--- config.mk ---
export PLATFORM = sky130hd
export DESIGN_NAME = uart_mmr
export DESIGN_NICKNAME = d
export VERILOG_FILES = /design/src/rtl/uart_mmr.sv
export SDC_FILE = /design/constraint.sdc
export NUM_CORES = 1
export LEC_CHECK = 0
export ABC_CLOCK_PERIOD_IN_PS = 3100
export CORE_MARGIN = 2
export CORE_UTILIZATION = 25
export CTS_CLUSTER_SIZE = 12
export DETAILED_ROUTE_END_ITERATION = 7
export DONT_BUFFER_PORTS = 1
export PLACE_DENSITY_LB_ADDON = 0.25
export SLEW_MARGIN = 15
export SYNTH_ARGS = -nofsm -noshare
export SYNTH_HDL_FRONTEND = slang
export SYNTH_SLANG_ARGS = --single-unit
--- constraint.sdc ---
create_clock -name clk -period 3.1 [get_ports clk]
set_clock_uncertainty 0.1 [all_clocks]
set_input_delay 0.31 -clock clk [delete_from_list [all_inputs] [get_ports clk]]
set_output_delay 0.31 -clock clk [all_outputs]
set_load 0.05 [all_outputs]
--- src/rtl/uart_mmr.sv ---
// uart_mmr: memory-mapped 8N1 UART with a transmit FIFO.
// Registers: TXDATA 0x1000_0000 (W), RXDATA 0x1000_0004 (R), STATUS 0x1000_0008 (R).
// Optional receiver: define COTM32_UART_RX_EN to build it; without it RXDATA and
// STATUS[3:2] read 0 and rx is ignored.
module uart_mmr #(
   parameter int XLEN          = 32,
   parameter int BAUD_DIV      = 8680,
   parameter int TX_FIFO_DEPTH = 4
) (
   input  logic            clk,
   input  logic            rst,
   input  logic            sel,
   input  logic [XLEN-1:0] addr,
   input  logic            we,
   input  logic            re,
   input  logic [XLEN-1:0] wdata,
   output logic [XLEN-1:0] rdata,
   output logic            tx,
   input  logic            rx
);
   localparam int PW = (TX_FIFO_DEPTH > 1) ? $clog2(TX_FIFO_DEPTH) : 1;
   localparam int CW = $clog2(BAUD_DIV);
   localparam logic [CW-1:0]   BAUD_LAST   = CW'(BAUD_DIV - 1);
   localparam logic [PW:0]     FIFO_FULL   = (PW+1)'(TX_FIFO_DEPTH);
   localparam logic [XLEN-1:0] ADDR_TXDATA = XLEN'(32'h1000_0000);
   localparam logic [XLEN-1:0] ADDR_RXDATA = XLEN'(32'h1000_0004);
   localparam logic [XLEN-1:0] ADDR_STATUS = XLEN'(32'h1000_0008);

   typedef enum logic [1:0] {TX_IDLE, TX_START, TX_DATA, TX_STOP} tx_state_t;

   // Bus decode (full address compare)
   logic wr_tx_s, rd_s, rd_status_s, rd_rxdata_s;
   assign wr_tx_s     = sel & we & (addr == ADDR_TXDATA);
   assign rd_s        = sel & re;
   assign rd_status_s = rd_s & (addr == ADDR_STATUS);
   assign rd_rxdata_s = rd_s & (addr == ADDR_RXDATA);

   // Transmit FIFO
   logic [7:0]    fifo_mem_r [TX_FIFO_DEPTH];
   logic [PW-1:0] wr_ptr_r, rd_ptr_r;
   logic [PW:0]   count_r;
   logic          fifo_full_s, fifo_empty_s, push_s, pop_s, overflow_set_s;
   assign fifo_full_s    = (count_r == FIFO_FULL);
   assign fifo_empty_s   = (count_r == (PW+1)'(0));
   // A pop in the same cycle frees the slot, so a write to a full FIFO is still accepted
   assign push_s         = wr_tx_s & (~fifo_full_s | pop_s);
   assign overflow_set_s = wr_tx_s & fifo_full_s & ~pop_s;

   // FIFO storage, wrapping pointers and fill count
   always_ff @(posedge clk) begin
      if (rst) begin
         wr_ptr_r <= PW'(0);
         rd_ptr_r <= PW'(0);
         count_r  <= (PW+1)'(0);
      end else begin
         if (push_s) begin
            fifo_mem_r[wr_ptr_r] <= wdata[7:0];
            wr_ptr_r             <= wr_ptr_r + PW'(1);
         end
         if (pop_s) begin
            rd_ptr_r <= rd_ptr_r + PW'(1);
         end
         case ({push_s, pop_s})
            2'b10:   count_r <= count_r + (PW+1)'(1);
            2'b01:   count_r <= count_r - (PW+1)'(1);
            default: count_r <= count_r;
         endcase
      end
   end

   // Transmitter
   tx_state_t     tx_state_r, tx_state_next_s;
   logic [CW-1:0] tx_cnt_r, tx_cnt_next_s;
   logic [2:0]    tx_bit_r, tx_bit_next_s;
   logic [7:0]    tx_shift_r, tx_shift_next_s;
   logic          tx_r, tx_next_s, tx_done_s;
   assign tx_done_s = (tx_cnt_r == BAUD_LAST);

   // TX next state, FIFO pop and the serial level for the next cycle
   always_comb begin
      tx_state_next_s = tx_state_r;
      tx_cnt_next_s   = tx_cnt_r;
      tx_bit_next_s   = tx_bit_r;
      tx_shift_next_s = tx_shift_r;
      pop_s           = 1'b0;
      case (tx_state_r)
         TX_IDLE: begin
            if (!fifo_empty_s) begin
               pop_s           = 1'b1;
               tx_shift_next_s = fifo_mem_r[rd_ptr_r];
               tx_cnt_next_s   = CW'(0);
               tx_state_next_s = TX_START;
            end else begin
               tx_state_next_s = TX_IDLE;
            end
         end
         TX_START: begin
            if (tx_done_s) begin
               tx_cnt_next_s   = CW'(0);
               tx_bit_next_s   = 3'd0;
               tx_state_next_s = TX_DATA;
            end else begin
               tx_cnt_next_s = tx_cnt_r + CW'(1);
            end
         end
         TX_DATA: begin
            if (tx_done_s) begin
               tx_cnt_next_s = CW'(0);
               if (tx_bit_r == 3'd7) begin
                  tx_state_next_s = TX_STOP;
               end else begin
                  tx_bit_next_s = tx_bit_r + 3'd1;
               end
            end else begin
               tx_cnt_next_s = tx_cnt_r + CW'(1);
            end
         end
         TX_STOP: begin
            if (tx_done_s) begin
               tx_cnt_next_s = CW'(0);
               // Chain straight into the next start bit when more data is queued
               if (!fifo_empty_s) begin
                  pop_s           = 1'b1;
                  tx_shift_next_s = fifo_mem_r[rd_ptr_r];
                  tx_state_next_s = TX_START;
               end else begin
                  tx_state_next_s = TX_IDLE;
               end
            end else begin
               tx_cnt_next_s = tx_cnt_r + CW'(1);
            end
         end
         default: tx_state_next_s = TX_IDLE;
      endcase
      case (tx_state_next_s)
         TX_START: tx_next_s = 1'b0;
         TX_DATA:  tx_next_s = tx_shift_next_s[tx_bit_next_s];
         default:  tx_next_s = 1'b1;
      endcase
   end

   // TX state register; tx itself is registered so it never glitches
   always_ff @(posedge clk) begin
      if (rst) begin
         tx_state_r <= TX_IDLE;
         tx_cnt_r   <= CW'(0);
         tx_bit_r   <= 3'd0;
         tx_shift_r <= 8'h00;
         tx_r       <= 1'b1;
      end else begin
         tx_state_r <= tx_state_next_s;
         tx_cnt_r   <= tx_cnt_next_s;
         tx_bit_r   <= tx_bit_next_s;
         tx_shift_r <= tx_shift_next_s;
         tx_r       <= tx_next_s;
      end
   end
   assign tx = tx_r;

   // Sticky TX overflow; a new overflow wins over a clearing STATUS read
   logic tx_overflow_r;
   always_ff @(posedge clk) begin
      if (rst) begin
         tx_overflow_r <= 1'b0;
      end else if (overflow_set_s) begin
         tx_overflow_r <= 1'b1;
      end else if (rd_status_s) begin
         tx_overflow_r <= 1'b0;
      end
   end

   logic [7:0] rx_byte_s;
   logic       rx_valid_s, rx_overrun_s;

`ifdef COTM32_UART_RX_EN
   typedef enum logic [1:0] {RX_IDLE, RX_START, RX_DATA, RX_STOP} rx_state_t;
   localparam logic [CW-1:0] HALF_LAST = CW'(BAUD_DIV / 2 - 1);

   rx_state_t     rx_state_r, rx_state_next_s;
   logic [CW-1:0] rx_cnt_r, rx_cnt_next_s;
   logic [2:0]    rx_bit_r, rx_bit_next_s;
   logic [7:0]    rx_shift_r, rx_shift_next_s, rx_byte_r;
   logic          rx_meta_r, rx_sync_r, rx_prev_r, rx_done_s, rx_valid_r, rx_overrun_r;
   logic          unused_s;
   assign unused_s = ^wdata[XLEN-1:8];

   // Two-flop synchronizer plus previous sample for falling-edge detection
   always_ff @(posedge clk) begin
      if (rst) begin
         rx_meta_r <= 1'b1;
         rx_sync_r <= 1'b1;
         rx_prev_r <= 1'b1;
      end else begin
         rx_meta_r <= rx;
         rx_sync_r <= rx_meta_r;
         rx_prev_r <= rx_sync_r;
      end
   end

   // RX next state: re-check start at half a bit, then sample each bit mid-way
   always_comb begin
      rx_state_next_s = rx_state_r;
      rx_cnt_next_s   = rx_cnt_r;
      rx_bit_next_s   = rx_bit_r;
      rx_shift_next_s = rx_shift_r;
      rx_done_s       = 1'b0;
      case (rx_state_r)
         RX_IDLE: begin
            if (rx_prev_r & ~rx_sync_r) begin
               rx_cnt_next_s   = CW'(0);
               rx_state_next_s = RX_START;
            end else begin
               rx_state_next_s = RX_IDLE;
            end
         end
         RX_START: begin
            if (rx_cnt_r == HALF_LAST) begin
               rx_cnt_next_s = CW'(0);
               rx_bit_next_s = 3'd0;
               // A line already back high was a glitch, not a start bit
               rx_state_next_s = rx_sync_r ? RX_IDLE : RX_DATA;
            end else begin
               rx_cnt_next_s = rx_cnt_r + CW'(1);
            end
         end
         RX_DATA: begin
            if (rx_cnt_r == BAUD_LAST) begin
               rx_cnt_next_s   = CW'(0);
               rx_shift_next_s = {rx_sync_r, rx_shift_r[7:1]};
               if (rx_bit_r == 3'd7) begin
                  rx_state_next_s = RX_STOP;
               end else begin
                  rx_bit_next_s = rx_bit_r + 3'd1;
               end
            end else begin
               rx_cnt_next_s = rx_cnt_r + CW'(1);
            end
         end
         RX_STOP: begin
            if (rx_cnt_r == BAUD_LAST) begin
               rx_cnt_next_s   = CW'(0);
               rx_done_s       = 1'b1;
               rx_state_next_s = RX_IDLE;
            end else begin
               rx_cnt_next_s = rx_cnt_r + CW'(1);
            end
         end
         default: rx_state_next_s = RX_IDLE;
      endcase
   end

   // RX state, holding register and flags; a new byte overwrites an unread one
   always_ff @(posedge clk) begin
      if (rst) begin
         rx_state_r   <= RX_IDLE;
         rx_cnt_r     <= CW'(0);
         rx_bit_r     <= 3'd0;
         rx_shift_r   <= 8'h00;
         rx_byte_r    <= 8'h00;
         rx_valid_r   <= 1'b0;
         rx_overrun_r <= 1'b0;
      end else begin
         rx_state_r <= rx_state_next_s;
         rx_cnt_r   <= rx_cnt_next_s;
         rx_bit_r   <= rx_bit_next_s;
         rx_shift_r <= rx_shift_next_s;
         if (rx_done_s) begin
            rx_byte_r  <= rx_shift_r;
            rx_valid_r <= 1'b1;
         end else if (rd_rxdata_s) begin
            rx_valid_r <= 1'b0;
         end
         if (rx_done_s & rx_valid_r) begin
            rx_overrun_r <= 1'b1;
         end else if (rd_status_s) begin
            rx_overrun_r <= 1'b0;
         end
      end
   end

   assign rx_byte_s    = rx_byte_r;
   assign rx_valid_s   = rx_valid_r;
   assign rx_overrun_s = rx_overrun_r;
`else
   logic unused_s;
   assign unused_s     = ^{wdata[XLEN-1:8], rx, rd_rxdata_s};
   assign rx_byte_s    = 8'h00;
   assign rx_valid_s   = 1'b0;
   assign rx_overrun_s = 1'b0;
`endif

   logic       tx_idle_s;
   logic [4:0] status_s;
   assign tx_idle_s = fifo_empty_s & (tx_state_r == TX_IDLE);
   assign status_s  = {tx_overflow_r, rx_overrun_s, rx_valid_s, tx_idle_s, fifo_full_s};

   // Registered read data; unmapped addresses and write-only TXDATA return 0
   logic [XLEN-1:0] rdata_r;
   always_ff @(posedge clk) begin
      if (rst) begin
         rdata_r <= XLEN'(0);
      end else if (rd_s) begin
         if (addr == ADDR_RXDATA) begin
            rdata_r <= XLEN'(rx_byte_s);
         end else if (addr == ADDR_STATUS) begin
            rdata_r <= XLEN'(status_s);
         end else begin
            rdata_r <= XLEN'(0);
         end
      end
   end
   assign rdata = rdata_r;

endmodule

## Word-level counts from Yosys, hierarchy flattened

Memories as Yosys holds them, arrays and structs flattened. A register that Yosys moved wholly into a read port is not among the register bits.
Cells that the tools add are included.

| word-level totals | value |
|---|---|
| memories | 1 |
| input bits | 70 |
| output and inout port bits | 33 |
| bits in registers | 68 |
| word-level logic and storage cells | 80 |
| memory bits (writable) | 32 |

| cells by class | value |
|---|---|
| mux-type cells | 32 |
| magnitude comparators | 1 |
| bitwise operators | 11 |
| reductions and logical operators | 5 |
| add/subtract/negate cells | 6 |
| equality and inequality tests | 14 |

Memories:

| memory | depth | width | rd ports | clocked after Yosys merged registers in | write ports | RTL line | source |
|---|---|---|---|---|---|---|---|
| fifo_mem_r | 4 | 8 | 1 | 1 | 1 | 39 | `logic [7:0] fifo_mem_r [TX_FIFO_DEPTH];` |

Operator list:

| cell | number |
|---|---|
| equality test 32 x 29 -> 1 bit, second input constant | 3 |
| two-way mux 14 bit | 2 |
| one-hot mux 14 bit (2 select lines) | 1 |
| two-way mux 8 bit | 2 |
| one-hot mux 8 bit (2 select lines) | 1 |
| adder 14 x 1 -> 14 bit, second input constant | 1 |
| equality test 14 bit, second input constant | 1 |
| two-way mux 2 bit | 6 |
| one-hot mux 3 bit (2 select lines) | 2 |
| two-way mux 5 bit | 2 |
| two-way mux 1 bit | 9 |
| two-way mux 3 bit | 3 |
| bitwise AND 1 bit | 8 |
| equality test 2 bit, second input constant | 4 |
| one-hot mux 2 bit (4 select lines) | 1 |
| adder 3 x 1 -> 3 bit, second input constant | 2 |
| equality test 2 x 1 -> 1 bit, second input constant | 3 |
| equality test 3 bit, second input constant | 2 |
| adder 2 x 1 -> 2 bit, second input constant | 2 |
| less-than comparator 3 x 4 -> 1 bit, second input constant | 1 |
| one-hot mux 1 bit (2 select lines) | 2 |
| nonzero test 2 bit | 2 |
| binary-select mux 1 bit (select 3 bit) | 1 |
| logical NOT 3 bit | 1 |
| other kinds (6) | 7 |

## Logic depth before layout (Yosys ltp)

Gate-level depths: netlist of the first run.

| depth | value |
|---|---|
| depth in word-level cells | 9 |
| mapped depth | 14 |
| depth with buffers taken out | 12 |

## Worst setup path before layout of the first run

OpenSTA, ideal clock, no wires.

| timing path | value |
|---|---|
| kind | input -> register |
| start point | in addr[21] |
| end point | reg count_r[2] |
| cell stages on the path | 12 |
| arrival | 2924 ps |
| path slack | 5 ps |
| data required time | 2929 ps |
| setup time | 71 ps |
| cells stage by stage | or4_4 > or4_1 > nor3_1 > nand2_1 > or3_1 > buf_6 > ha_1 > inv_1 > fa_1 > xor2_1 > or3_1 > a21oi_1 |

| on the way | value |
|---|---|
| word-level cells in the longest chain between the ends | 5 |
| elaborated cells between the ends (all ways) | 7 |
| those cells by class | eq/ne (3); mux (1); bitwise (2); reduce/logical (1) |

Ends and longest elaborated chain:

| element | RTL line | source |
|---|---|---|
| from (decl) | 13 | `input logic [XLEN-1:0] addr,` |
| equality test 32 x 29 -> 1 bit * | 33 | `assign wr_tx_s = sel & we & (addr == ADDR_TXDATA);` |
| bitwise AND 1 bit * | 33 |  |
| bitwise AND 1 bit * | 46 | `assign push_s = wr_tx_s & (~fifo_full_s \| pop_s);` |
| equality test 2 x 1 -> 1 bit or equality test 2 bit (tied branches) | 63 | `case ({push_s, pop_s})` |
| one-hot mux 3 bit (2 select lines) or nonzero test 2 bit (tied branches) | - |  |
| to (signal assigned) | 64 | `2'b10: count_r <= count_r + (PW+1)'(1);` |
| to (signal assigned) | 65 | `2'b01: count_r <= count_r - (PW+1)'(1);` |
| to (signal assigned) | 66 | `default: count_r <= count_r;` |
| to (decl) | 41 | `logic [PW:0] count_r;` |

Every way passes the cells marked *; elsewhere a longest branch is shown, timed or not.
A chain may end at the register's enable or synchronous reset.

## Worst setup path in the final report of the first run

| timing path | value |
|---|---|
| start point | reg tx_state_r[0] |
| end point | reg count_r[2] |

| on the way | value |
|---|---|
| word-level cells in the longest chain between the ends | 6 |
| elaborated cells between the ends (all ways) | 9 |
| those cells by class | eq/ne (3); mux (2); bitwise (2); reduce/logical (2) |

Ends and longest elaborated chain:

| element | RTL line | source |
|---|---|---|
| from (decl) | 72 | `tx_state_t tx_state_r, tx_state_next_s;` |
| from (signal assigned) | 151 | `tx_state_r <= tx_state_next_s;` |
| equality test 2 bit or logical NOT 2 bit (tied branches) | 86 | `case (tx_state_r)` |
| one-hot mux 1 bit (2 select lines) * | 86 |  |
| bitwise OR 1 bit | 46 |  |
| bitwise AND 1 bit | 46 |  |
| equality test 2 x 1 -> 1 bit or equality test 2 bit (tied branches) | 63 |  |
| one-hot mux 3 bit (2 select lines) or nonzero test 2 bit (tied branches) | - |  |

Marked as above.

==> qor.csv, run 1 <==
metric,value,unit
"Top FF cell, synth",dfxtp_1,
worst min-delay path class,in -> reg,
final worst-path cycle share,0.932,
detailed-router iteration count before antenna repair,5,
Worst Hold Margin,0.0556,ns
area of the mapped netlist,3660,um^2
number of synthesized register bits,73,
starting density of the core,0.254,
total of fill cells in the finished design,1479,
met2 capacity usage during global routing,0.170,
Die Area,15600,um^2
total buffers and inverters traversed by the critical path,1,
# placed instances,529,
final number of setup-violating endpoints,0,
setup repair after global routing missed its margin,no,
fraction of layout instances using a drive strength above 1,0.127,
number of hold violations in the final report,0,
CP max-delay cell,or3_1,
outcome,finished clean,
"Critical Path, Cell by Cell","ha_1, and3_1, a41oi_1, nor3_1, nor2_1, or3_1, ha_1, inv_1, fa_1, xor2_1, or3_1, a21oi_1",
met1 track demand over resource,0.115,
crit path launch,tx_state_r[0],
delay of the slowest critical-path stage,0.40,ns
Critical Setup Path Class,reg -> reg,
Post-Synthesis Cells,346,
slew of the pin with the lowest slew margin,0.527,ns
total CTS buffers,9,
worst-skew pair later-pin latency,0.33,ns
most frequent standard cell in the layout excluding fill and tap cells,nor2_1,
final antenna diode count,0,
Routability Congestion,0.779,
clock tree from TritonCTS,done,
number of library cell types mapped by synthesis,55,
total via count in the routed design,2547,
crit-path leading delay family,simple AND/OR/NAND/NOR gates,
routed len/inst,13.2,um
crit path capture type,flip-flop,
final core utilization,0.297,
post-route DRC violation count,0,
drt initial violations,102,
Worst Path Max Fanout,5,
vias per std cell,4.60,
sequential share of the synthesized area,0.486,
total routing resource utilization after global routing,0.0971,
Clock Tree Buf Depth,2,
Final Max Tran Viols,0,
"commonest cells after routing, fill and taps aside","45 x nor2_1, 41 x dfxtp_1, 32 x edfxtp_1",
maximum resistive drop on vdd,0.000401,V
pin count of the biggest net entering global routing,39,
Die X-Extent,125,um
number of enable-type register cells in the synthesized netlist,32,
setup repair bufs after CTS,0,
standard cell core area,14400,um^2
Power Density,508,nW/um^2
required time at the worst-slack endpoint,3.26,ns
critical path launch point type,flip-flop,
most used routing layer,met2,
final cell count without fillers,554,
reg-to-reg critical path startpoint,tx_state_r[0],
reported max-cap violation count,0,
total number of placement rows,44,
relative max-transition margin,0.648,
setup TNS after final layout,0,ns
layout overhead on the synthesized area,16.9,%
IO buf count,0,
final wirelength,7300,um
clock transition at the registers of the reported paths,0.06,ns
area used by sequential logic in the layout,1780,um^2
time the final worst path needs with I/O delays and setup,2.89,ns
Leak,1.44,nW
H-tree level count,3,
Arrival @ worst endpoint,3.05,ns
count of synthesis-stage warnings from yosys,0,
total number of clock tree sinks,73,
number of antenna violations at the first check in global routing,0,
maximum clock rate,346,MHz
estimated wirelength of the detail-placed design,5070,um
global-route wire length before repair,12300,um
Layout Nets,448,
mean instance size in the synthesized netlist,10.6,um^2
via count of the first global-routing pass,2550,
Chip Height,125,um
met3 track utilization from global routing,0.0240,
antenna-violating nets left,0,
Top Ports,103,
combined area of the multi-input logic cells,1670,um^2
start point of the worst min-delay path,we,
async set or reset register ratio after synthesis,0,
cell chosen for the clock root,clkbuf_16,
flop2flop setup slack,0.21,ns
global route total overflow,0,
[final cells by class]
cell class	instances	share of cell area
clock inverters	7	0.0202
well taps	184	0.0537
repair buffers	23	0.0596
clock buffers	9	0.0526
flip-flops and latches	73	0.416
inverters	9	0.00789
multi-input cells	249	0.390
[logic make-up after synthesis]
kind of cell	count (synthesis)	share of synthesized area
AO/OA/AOI/OAI	61	0.113
XOR/XNOR	5	0.0120
adder cells (fa/ha/maj)	13	0.0464
buffers and inverters	52	0.0888
flip-flops	73	0.486
multiplexers	14	0.0659
other	1	0.00102
AND/OR/NAND/NOR	127	0.187
[metrics by stage]
step	setup WS, ns	instance area [um^2]	total power [mW]
6_report	0.210	4280	2.18
5_1_grt	0.00170	4280	2.26
4_1_cts	0.132	4280	2.22
3_5_place_dp	-0.0109	3860	1.11
3_3_place_gp	-0.0133	3860	1.11
2_1_floorplan	0.00525	3770	1.14
[worst paths after layout]
kind,cells after the start,end
setup / recovery,12,count_r[2]
hold / removal,2,tx_overflow_r
setup reg to reg,12,count_r[2]
hold reg to reg,2,tx_overflow_r
[sequential cells by signal (all words and copies together), names as in the netlist, named ones only]
signal         cells
tx_overflow_r      1
rdata              3
count_r            3
tx_bit_r           3
tx                 1
fifo_mem_r        32
wr_ptr_r           2
tx_cnt_r          14
rd_ptr_r           2
tx_shift_r         8
tx_state_r         2
[power by group]
part	internal [mW]	switching (mW)	total, mW
Combinational	0.0134	0.0917	0.105
Sequential	1.00	0.000000000719	1.00
Clock	0.639	0.430	1.07
Total	1.66	0.522	2.18
[routing by layer]
layer / routed length, um / vias to the layer above
met5: 0 / -
li1: - / 1260
met4: 52 / 0
met3: 257 / 4
met1: 3310 / 1229
met2: 3680 / 54
[cells in the mapped netlist, types with 2 or more instances]
cell type / instances / area share
a21oi_1: 19 / 0.026
a22oi_1: 6 / 0.012
a311oi_1: 4 / 0.0096
a31oi_1: 2 / 0.0034
a32oi_1: 10 / 0.024
a41oi_1: 2 / 0.0048
and2_1: 6 / 0.010
and3_1: 7 / 0.012
buf_1: 3 / 0.0031
buf_2: 2 / 0.0027
buf_4: 30 / 0.061
buf_6: 2 / 0.0061
clkbuf_1: 6 / 0.0061
dfxtp_1: 41 / 0.22
edfxtp_1: 32 / 0.26
ha_1: 12 / 0.041
inv_1: 9 / 0.0092
mux2i_1: 5 / 0.014
mux4_2: 8 / 0.049
nand2_1: 21 / 0.022
nand3_1: 7 / 0.0096
nand4_1: 2 / 0.0034
nand4b_1: 2 / 0.0048
nor2_1: 45 / 0.046
nor2b_1: 3 / 0.0051
nor3_1: 5 / 0.0068
nor3b_1: 3 / 0.0061
nor4_1: 7 / 0.012
nor4b_1: 2 / 0.0048
o21ai_0: 9 / 0.012
or3_1: 5 / 0.0085
or4_1: 2 / 0.0041
or4b_1: 2 / 0.0055
xnor2_1: 2 / 0.0048
xor2_1: 3 / 0.0072
[repair_timing]
item	CTS	global route
endpoints found under the setup margin	0	1
gates resized for setup	0	1
hold buffers	9	0
hold endpoints to repair	71	0
Note: power is estimated with default switching activity, not from simulation.
==> inputs of run 2 (changes only) <==
- TNS_END_PERCENT: unset -> 10
==> results of run 2 <==
Final layout, timing and power as in run 1 (identical DEF).
